[src/rtl/bbq_op_router.sv]
// rtl/bbq_op_router.sv - routes dequeue requests and buffered enqueues onto rotating heap lanes
// Optional per-op issue counters are enabled by defining BBQ_OP_ROUTER_STATS_EN.

package bbq_op_router_pkg;
  typedef enum logic [1:0] {
    HEAP_OP_ENQUE     = 2'd0,
    HEAP_OP_DEQUE_MIN = 2'd1,
    HEAP_OP_DEQUE_MAX = 2'd2,
    HEAP_OP_PEEK      = 2'd3
  } heap_op_t;
endpackage

module bbq_op_router
  import bbq_op_router_pkg::*;
#(
  parameter int DWIDTH      = 32,
  parameter int PRIOR_WIDTH = 6,
  parameter int NUM_LANES   = 2,
  parameter int FIFO_DEPTH  = 4
) (
  input  logic                             clk,
  input  logic                             rst,
  input  logic                             bbq_rdy,
  input  logic                             in_enque_en,
  input  logic [DWIDTH-1:0]                in_data,
  input  logic [PRIOR_WIDTH-1:0]           in_prior,
  output logic                             in_enque_rdy,
  input  logic                             deq_en,
  input  heap_op_t                         deq_op,
  output logic                             deq_rdy,
  output logic [NUM_LANES-1:0]             out_valid,
  output heap_op_t                         out_op_type [NUM_LANES],
  output logic [NUM_LANES*DWIDTH-1:0]      out_he_data,
  output logic [NUM_LANES*PRIOR_WIDTH-1:0] out_he_priority
`ifdef BBQ_OP_ROUTER_STATS_EN
  ,
  output logic [31:0]                      stat_enq_cnt,
  output logic [31:0]                      stat_deq_cnt
`endif
);

  localparam int AW = $clog2(FIFO_DEPTH);
  localparam int LW = $clog2(NUM_LANES);

  logic [DWIDTH-1:0]      fifo_data  [FIFO_DEPTH];
  logic [PRIOR_WIDTH-1:0] fifo_prior [FIFO_DEPTH];
  logic [AW-1:0]          wr_ptr;
  logic [AW-1:0]          rd_ptr;
  logic [AW:0]            count;
  logic [LW-1:0]          base_ptr;

  logic          push;
  logic          deq_issue;
  logic          enq_issue;
  logic [LW-1:0] enq_lane;

  logic [NUM_LANES-1:0]             nxt_valid;
  heap_op_t                         nxt_op [NUM_LANES];
  logic [NUM_LANES*DWIDTH-1:0]      nxt_data;
  logic [NUM_LANES*PRIOR_WIDTH-1:0] nxt_prio;

  // Full-ness comes from the registered count only, so a same-cycle pop never opens a slot.
  assign in_enque_rdy = (count < (AW+1)'(FIFO_DEPTH));
  assign push         = in_enque_en && in_enque_rdy;
  assign deq_rdy      = bbq_rdy;
  assign deq_issue    = bbq_rdy && deq_en;
  assign enq_issue    = bbq_rdy && (count != '0);
  assign enq_lane     = deq_issue ? base_ptr + LW'(1) : base_ptr;

  always_comb begin
    nxt_valid = '0;
    nxt_data  = '0;
    nxt_prio  = '0;
    for (int i = 0; i < NUM_LANES; i++) begin
      nxt_op[i] = HEAP_OP_ENQUE;
    end
    if (deq_issue) begin
      nxt_valid[base_ptr] = 1'b1;
      nxt_op[base_ptr]    = deq_op;
    end
    if (enq_issue) begin
      nxt_valid[enq_lane]                                   = 1'b1;
      nxt_op[enq_lane]                                      = HEAP_OP_ENQUE;
      nxt_data[int'(enq_lane)*DWIDTH +: DWIDTH]             = fifo_data[rd_ptr];
      nxt_prio[int'(enq_lane)*PRIOR_WIDTH +: PRIOR_WIDTH]   = fifo_prior[rd_ptr];
    end
  end

  // Storage is not reset; occupancy and pointers define what is live.
  always_ff @(posedge clk) begin
    if (push) begin
      fifo_data[wr_ptr]  <= in_data;
      fifo_prior[wr_ptr] <= in_prior;
    end
  end

  always_ff @(posedge clk) begin
    if (rst) begin
      wr_ptr          <= '0;
      rd_ptr          <= '0;
      count           <= '0;
      base_ptr        <= '0;
      out_valid       <= '0;
      out_he_data     <= '0;
      out_he_priority <= '0;
      for (int i = 0; i < NUM_LANES; i++) begin
        out_op_type[i] <= HEAP_OP_ENQUE;
      end
    end else begin
      if (push) begin
        wr_ptr <= wr_ptr + AW'(1);
      end
      if (enq_issue) begin
        rd_ptr <= rd_ptr + AW'(1);
      end
      if (push && !enq_issue) begin
        count <= count + (AW+1)'(1);
      end else if (!push && enq_issue) begin
        count <= count - (AW+1)'(1);
      end
      base_ptr        <= base_ptr + LW'(deq_issue) + LW'(enq_issue);
      out_valid       <= nxt_valid;
      out_he_data     <= nxt_data;
      out_he_priority <= nxt_prio;
      for (int i = 0; i < NUM_LANES; i++) begin
        out_op_type[i] <= nxt_op[i];
      end
    end
  end

`ifdef BBQ_OP_ROUTER_STATS_EN
  always_ff @(posedge clk) begin
    if (rst) begin
      stat_enq_cnt <= '0;
      stat_deq_cnt <= '0;
    end else begin
      stat_enq_cnt <= stat_enq_cnt + 32'(enq_issue);
      stat_deq_cnt <= stat_deq_cnt + 32'(deq_issue);
    end
  end
`endif

endmodule

[config.mk]
export PLATFORM = sky130hd
export DESIGN_NAME = bbq_op_router
export DESIGN_NICKNAME = d
export VERILOG_FILES = /design/src/rtl/bbq_op_router.sv
export SDC_FILE = /design/constraint.sdc
export NUM_CORES = 1
export LEC_CHECK = 0
export ABC_AREA = 1
export CAP_MARGIN = 20
export CORE_MARGIN = 2
export CORE_UTILIZATION = 45
export DETAILED_ROUTE_END_ITERATION = 8
export GPL_TIMING_DRIVEN = 0
export PLACE_DENSITY = 0.76
export RECOVER_POWER = 25
export SKIP_LAST_GASP = 1
export SYNTH_ARGS = -nofsm -noshare
export SYNTH_HDL_FRONTEND = slang
export SYNTH_SLANG_ARGS = --single-unit
[constraint.sdc]
create_clock -name clk -period 2.8 [get_ports clk]
set_input_delay 0.56 -clock clk [delete_from_list [all_inputs] [get_ports clk]]
set_output_delay 0.56 -clock clk [all_outputs]
set_load 0.02 [all_outputs]
==> results.sh, run 1 <==
export IMPL_path_max_fanout=5
export IMPL_yosys_warnings=0
export IMPL_period_needed_ns=2.45
export IMPL_grt_max_degree=23
export IMPL_synthDistinctLibCells=22
export IMPL_vias_per_cell=4.79
export IMPL_areaGrowthSynthToFinish_pct=29.2
export IMPL_status="completed"
export IMPL_maxCapViolations=0
export IMPL_reg2reg_setup_slack_ns=0.86
export IMPL_fin_area_um2=11100
export IMPL_cts_buffers=25
export IMPL_overflow=0
export IMPL_finalHoldViolCount=0
export IMPL_vdd_drop_max_uv=609
export IMPL_required_ns=2.24
export IMPL_cts_max_level=1
export IMPL_postRouteAntennaNets=0
export IMPL_postCtsSetupBuffers=0
export IMPL_min_path_type="reg -> reg"
export IMPL_first_global_vias=5245
export IMPL_holdPathStages=2
export IMPL_coreArea_um2=18800
export IMPL_ff2ff_path_depth=4
export IMPL_power_density_nw_per_um2=884
export IMPL_vias=5417
export IMPL_synthTopCellsByCount="nand2_1 (211), edfxtp_1 (152), dfxtp_1 (92)"
export IMPL_synth_edf_count=152
export IMPL_antenna_found_initial=3
export IMPL_drc=0
export IMPL_grt_usage_pct=17.6
export IMPL_die_area_um2=20300
export IMPL_path_class="in -> out"
export IMPL_clock_latency_ns=0.51
export IMPL_place_area_um2=10300
export IMPL_avgSynthCellArea_um2=12.0
export IMPL_ios=129
export IMPL_slew_headroom_pct=51.1
export IMPL_startpoint_type="input port"
export IMPL_reg2reg_to="fifo_data[3][19]"
export IMPL_root_buffer="clkbuf_16"
export IMPL_fin_worst_skew_ns=0.00853
export IMPL_cp_startpoint="bbq_rdy"
export IMPL_synth_flop_cell="edfxtp_1"
export IMPL_rows=50
export IMPL_drive_gt1_share_pct=11.5
export IMPL_slew_violations=0
export IMPL_synth_area_um2=8620
export IMPL_ctsLongestPathBuffers=3
export IMPL_holdWs_ns=0.515
export IMPL_crit_end="deq_rdy"
export IMPL_die_h_um=142
export IMPL_ctsHoldBuffers=0
export IMPL_nNetsFinal=933
export IMPL_yosysSeqAreaShare_pct=74.3
export IMPL_crit_arrival_ns=1.89
export IMPL_syn_nets=774
export IMPL_wl_per_cell_um=15.7
export IMPL_grt_pass1_wl_um=27500
export IMPL_clock_fmax_ghz=0.408
export IMPL_synth_top_area_share_pct=53.0
export IMPL_gp_congestion=0.770
export IMPL_cts_tree="built"
export IMPL_synth_area_leaders="edfxtp_1 (53%), dfxtp_1 (21%), nand2_1 (9.2%), nand3_1 (5.0%), nor2_1 (3.2%)"
export IMPL_finalSetupViolations=0
export IMPL_end_kind="output port"
export IMPL_power_mw=9.85
export IMPL_syn_inst=719
export IMPL_path_clk_slew_ns=0.06
export IMPL_async_reset_ff_share_pct=0
export IMPL_first_pass_iters=5
export IMPL_synth_top_area_cell="edfxtp_1"
export IMPL_rsz0062_at_grt="no"
export IMPL_ys_seq_elements=244
export IMPL_initial_core_util_pct=45.9
export IMPL_p_leak_nw=4.29
export IMPL_drt_iter0_drc=301
export IMPL_tightest_slew_ns=0.731
export IMPL_cts_sinks=244
export IMPL_dieWidth_um=142
export IMPL_post_route_period_util_pct=87.5
export IMPL_post_dp_hpwl_um=11200
export IMPL_synth_most_common_cell="nand2_1"
export IMPL_post_cts_resized=0
export IMPL_r2r_start="count[2]"
export IMPL_routed_wirelength_um=17700
export IMPL_portBuffers=128
-- power breakdown --
| group | internal (mW) | switching [mW] |
|---|---|---|
| Combinational | 0.819 | 1.42 |
| Clock | 1.98 | 1.28 |
| Sequential | 4.23 | 0.110 |
| Total | 7.04 | 2.81 |
-- through the flow --
step	setup WS, ns	cells	utilization [%]	TNS (ns)
after floorplan	0.0334	719	-	0
after global placement	-1.74	1081	54.3	-256.02
after detailed placement	0.153	1085	55.0	0
after CTS	0.337	1128	59.3	0
after global routing	0.296	1130	59.3	0
final	0.350	1132	59.3	0
-- how the worst min path moves through the flow --
| stage | from | to | slack, ns |
|---|---|---|---|
| 5_1_grt | rd_ptr[0] | rd_ptr[0] | 0.56 |
| 3_3_place_gp | rd_ptr[1] | rd_ptr[1] | 0.49 |
| 6_report | rd_ptr[0] | rd_ptr[0] | 0.51 |
| 3_5_place_dp | rd_ptr[0] | rd_ptr[0] | 0.50 |
| 2_1_floorplan | rd_ptr[1] | flip-flop | 0.46 |
| 4_1_cts | rd_ptr[0] | rd_ptr[0] | 0.51 |
-- area by class of cell --
type / count / area [µm²]
multi-input cells: 415 / 1880
clock buffers: 33 / 686
inverters: 23 / 86.3
well taps: 234 / 293
repair buffers: 132 / 1380
flip-flops and latches: 244 / 6410
clock inverters: 10 / 124
fillers: 1480 / 7630
plain buffers: 37 / 275
diodes: 4 / 10.0
-- sequential cells by signal, indices dropped and copies added, names as in the netlist, named ones only --
name and cells:
fifo_prior 24, count 3, rd_ptr 2, out_op_type 4, wr_ptr 2, fifo_data 128, out_valid 2, out_he_data 64
base_ptr 1, out_he_priority 12
-- cells by family (layout without fill, tap and decap cells) --
family	Yosys count	count (layout)	share of synthesized area (%)
AND/OR/NAND/NOR	394	394	19.3
flip-flops	244	244	74.3
buffers and inverters	60	235	4.20
adder cells (fa/ha/maj)	10	10	1.54
AO/OA/AOI/OAI	10	10	0.581
XOR/XNOR	1	1	0.102
other	0	4	0
-- placed cells by master, fill, tap and decap left out, drive strengths merged, types with 23 or more instances in the layout --
cell type	n
clkbuf	35
edfxtp	152
buf	39
nor2	94
clkdlybuf4s50	97
dlygate4sd3	31
nand2	212
inv	23
nand3	86
dfxtp	92
-- worst max-delay path, cell delays in order --
cell	delay [ns]
clkdlybuf4s50_1	0.59
buf_4	0.15
clkdlybuf4s50_1	0.59
-- metal layers --
layer,track usage [%],vias up,part of all wire (%)
met5,0,-,0
met4,5.73,0,2.5
met3,4.04,35,6.3
met2,30.4,146,49
met1,22.0,2522,42
li1,-,2714,-
(Power assumes the default switching activity.)
==> run 2, diff against run 1 <==
--- a/config.mk
+++ b/config.mk
@@ -7,11 +7,14 @@
 export LEC_CHECK = 0
 export ABC_AREA = 1
 export CAP_MARGIN = 20
+export CELL_PAD_IN_SITES_DETAIL_PLACEMENT = 1
+export CELL_PAD_IN_SITES_GLOBAL_PLACEMENT = 1
 export CORE_MARGIN = 2
-export CORE_UTILIZATION = 45
+export CORE_UTILIZATION = 40
+export CTS_BUF_LIST = sky130_fd_sc_hd__clkbuf_4
 export DETAILED_ROUTE_END_ITERATION = 8
 export GPL_TIMING_DRIVEN = 0
-export PLACE_DENSITY = 0.76
+export PLACE_DENSITY = 0.82
 export RECOVER_POWER = 25
 export SKIP_LAST_GASP = 1
 export SYNTH_ARGS = -nofsm -noshare
==> results.sh, run 2 (same netlist as run 1, synthesis figures left out) <==
export IMPL_clock_latency_ns=0.64
export IMPL_path_max_fanout=5
export IMPL_post_route_period_util_pct=87.4
export IMPL_path_class="in -> out"
export IMPL_cp_num_buf_inv=3
export IMPL_postCtsSetupBuffers=0
export IMPL_cts_buffers=66
export IMPL_ios=129
export IMPL_wl_per_cell_um=16.8
export IMPL_r2r_start="count[0]"
export IMPL_power_mw=9.84
export IMPL_drc=0
export IMPL_nNetsFinal=974
export IMPL_vias_per_cell=4.78
export IMPL_ctsLongestPathBuffers=3
export IMPL_path_clk_slew_ns=0.07
export IMPL_root_buffer="clkbuf_4"
export IMPL_maxCapViolations=0
export IMPL_clock_fmax_ghz=0.408
export IMPL_grt_usage_pct=19.0
export IMPL_vdd_drop_max_uv=388
export IMPL_place_area_um2=10400
export IMPL_finalHoldViolCount=0
export IMPL_fin_area_um2=11200
export IMPL_crit_arrival_ns=1.89
export IMPL_gp_congestion=0.780
export IMPL_areaGrowthSynthToFinish_pct=30.3
export IMPL_coreArea_um2=21100
export IMPL_ctsHoldBuffers=0
export IMPL_crit_chain="clkdlybuf4s50_1, buf_4, clkdlybuf4s50_1"
export IMPL_rsz0062_at_grt="no"
export IMPL_first_pass_iters=4
export IMPL_largest_reg_flops=128
export IMPL_cts_tree="built"
export IMPL_slew_headroom_pct=48.4
export IMPL_dieWidth_um=151
export IMPL_setup_tns_ns=0
export IMPL_cts_max_level=3
export IMPL_place_worst_setup_slack_ns=0.0651
export IMPL_portBuffers=128
export IMPL_routed_wirelength_um=21000
export IMPL_period_needed_ns=2.45
export IMPL_finalSetupViolations=0
export IMPL_die_area_um2=22700
export IMPL_hp_start="rd_ptr[0]"
export IMPL_cts_sinks=244
export IMPL_vias=5967
export IMPL_tightest_slew_ns=0.772
export IMPL_die_h_um=151
export IMPL_p_leak_nw=4.40
export IMPL_post_cts_resized=0
export IMPL_crit_path_frequent_cell="clkdlybuf4s50_1"
export IMPL_grt_max_degree=27
export IMPL_biggestRegsByFlops="fifo_data: 128 flops, out_he_data: 64 flops, fifo_prior: 24 flops"
export IMPL_antenna_found_initial=6
export IMPL_holdPathEnd="rd_ptr[0]"
export IMPL_largest_register="fifo_data"
export IMPL_fin_util_pct=53.2
export IMPL_final_common_cell="nand2_1"
export IMPL_overflow=0
export IMPL_status="completed"
export IMPL_power_density_nw_per_um2=876
export IMPL_setup_slack_ns=0.352
export IMPL_initial_core_util_pct=40.9
export IMPL_grt_pass1_wl_um=32500
export IMPL_startpoint_type="input port"
export IMPL_path_delay_family="buffers and inverters"
export IMPL_first_global_vias=6343
export IMPL_postRouteAntennaNets=0
export IMPL_fin_worst_skew_ns=0.0400
export IMPL_drive_gt1_share_pct=17.9
export IMPL_reg2reg_setup_slack_ns=0.75
export IMPL_end_kind="output port"
export IMPL_min_path_type="reg -> reg"
export IMPL_required_ns=2.24
export IMPL_ff2ff_path_depth=13
export IMPL_post_dp_hpwl_um=13400
export IMPL_critPathMaxStageDelay_ns=0.59
export IMPL_reg2reg_to="count[2]"
export IMPL_slew_violations=0
export IMPL_most_common_layout_cells="nand2_1 (211), edfxtp_1 (152), clkbuf_4 (101)"
export IMPL_holdPathStages=2
export IMPL_critical_path_slowest_cell="clkdlybuf4s50_1"
export IMPL_rows=53
export IMPL_drt_iter0_drc=263
==> run 2: cell count changes in the layout (fill, tap and decap cells not counted), moves of 2 or more <==
cell       before  now
clkinv_2        6    1
inv_2           2    6
clkinv_1        1   11
clkbuf_16      25    0
clkbuf_4        0  101
clkbuf_1        7    2
clkbuf_8        3    0
bufinv_16       3    1
==> run 2: tightest hold or removal path, stage by stage, from the launching register on <==
cell     delay [ns]
dfxtp_1        0.33
nand2_1        0.08
a21oi_1        0.06
==> run 2: final cells by class <==
class	count	area (µm²)
fill	2275	9860
sequential	244	6410
multi-input combinational	415	1880
timing repair buffer	132	1370
clock buffer	101	758
tap	275	344
buffer	37	275
clock inverter	18	98.8
inverter	23	86.3
antenna	4	10.0
==> run 2: worst max-delay path by stage <==
stage                 from               end  slack, ns  depth (start not counted)
2_1_floorplan  in_enque_en   fifo_data[0][0]       0.03                          2
3_3_place_gp   in_enque_en  fifo_data[2][11]      -1.93                          3
3_5_place_dp       bbq_rdy          count[1]       0.07                          8
5_1_grt            bbq_rdy           deq_rdy       0.32                          3
6_report           bbq_rdy           deq_rdy       0.35                          3
4_1_cts            bbq_rdy           deq_rdy       0.34                          3
==> run 2: power by group <==
group / internal (mW) / total (mW) / switching, mW
Sequential: 4.23 / 4.36 / 0.123
Clock: 1.74 / 3.17 / 1.43
Combinational: 0.823 / 2.31 / 1.49
==> run 2: per-layer routing <==
metal	vias up	track usage (%)	wire length, µm
li1	2851	-	-
met1	2870	21.8	8530
met2	196	32.6	10500
met3	46	5.75	1410
met4	4	8.74	467
met5	-	0	27
==> run 2: through the flow <==
stage,instances,hold slack (ns)
2_1_floorplan,719,0.461
3_3_place_gp,1122,0.490
3_5_place_dp,1126,0.502
4_1_cts,1245,0.483
5_1_grt,1247,0.541
6_report,1249,0.514
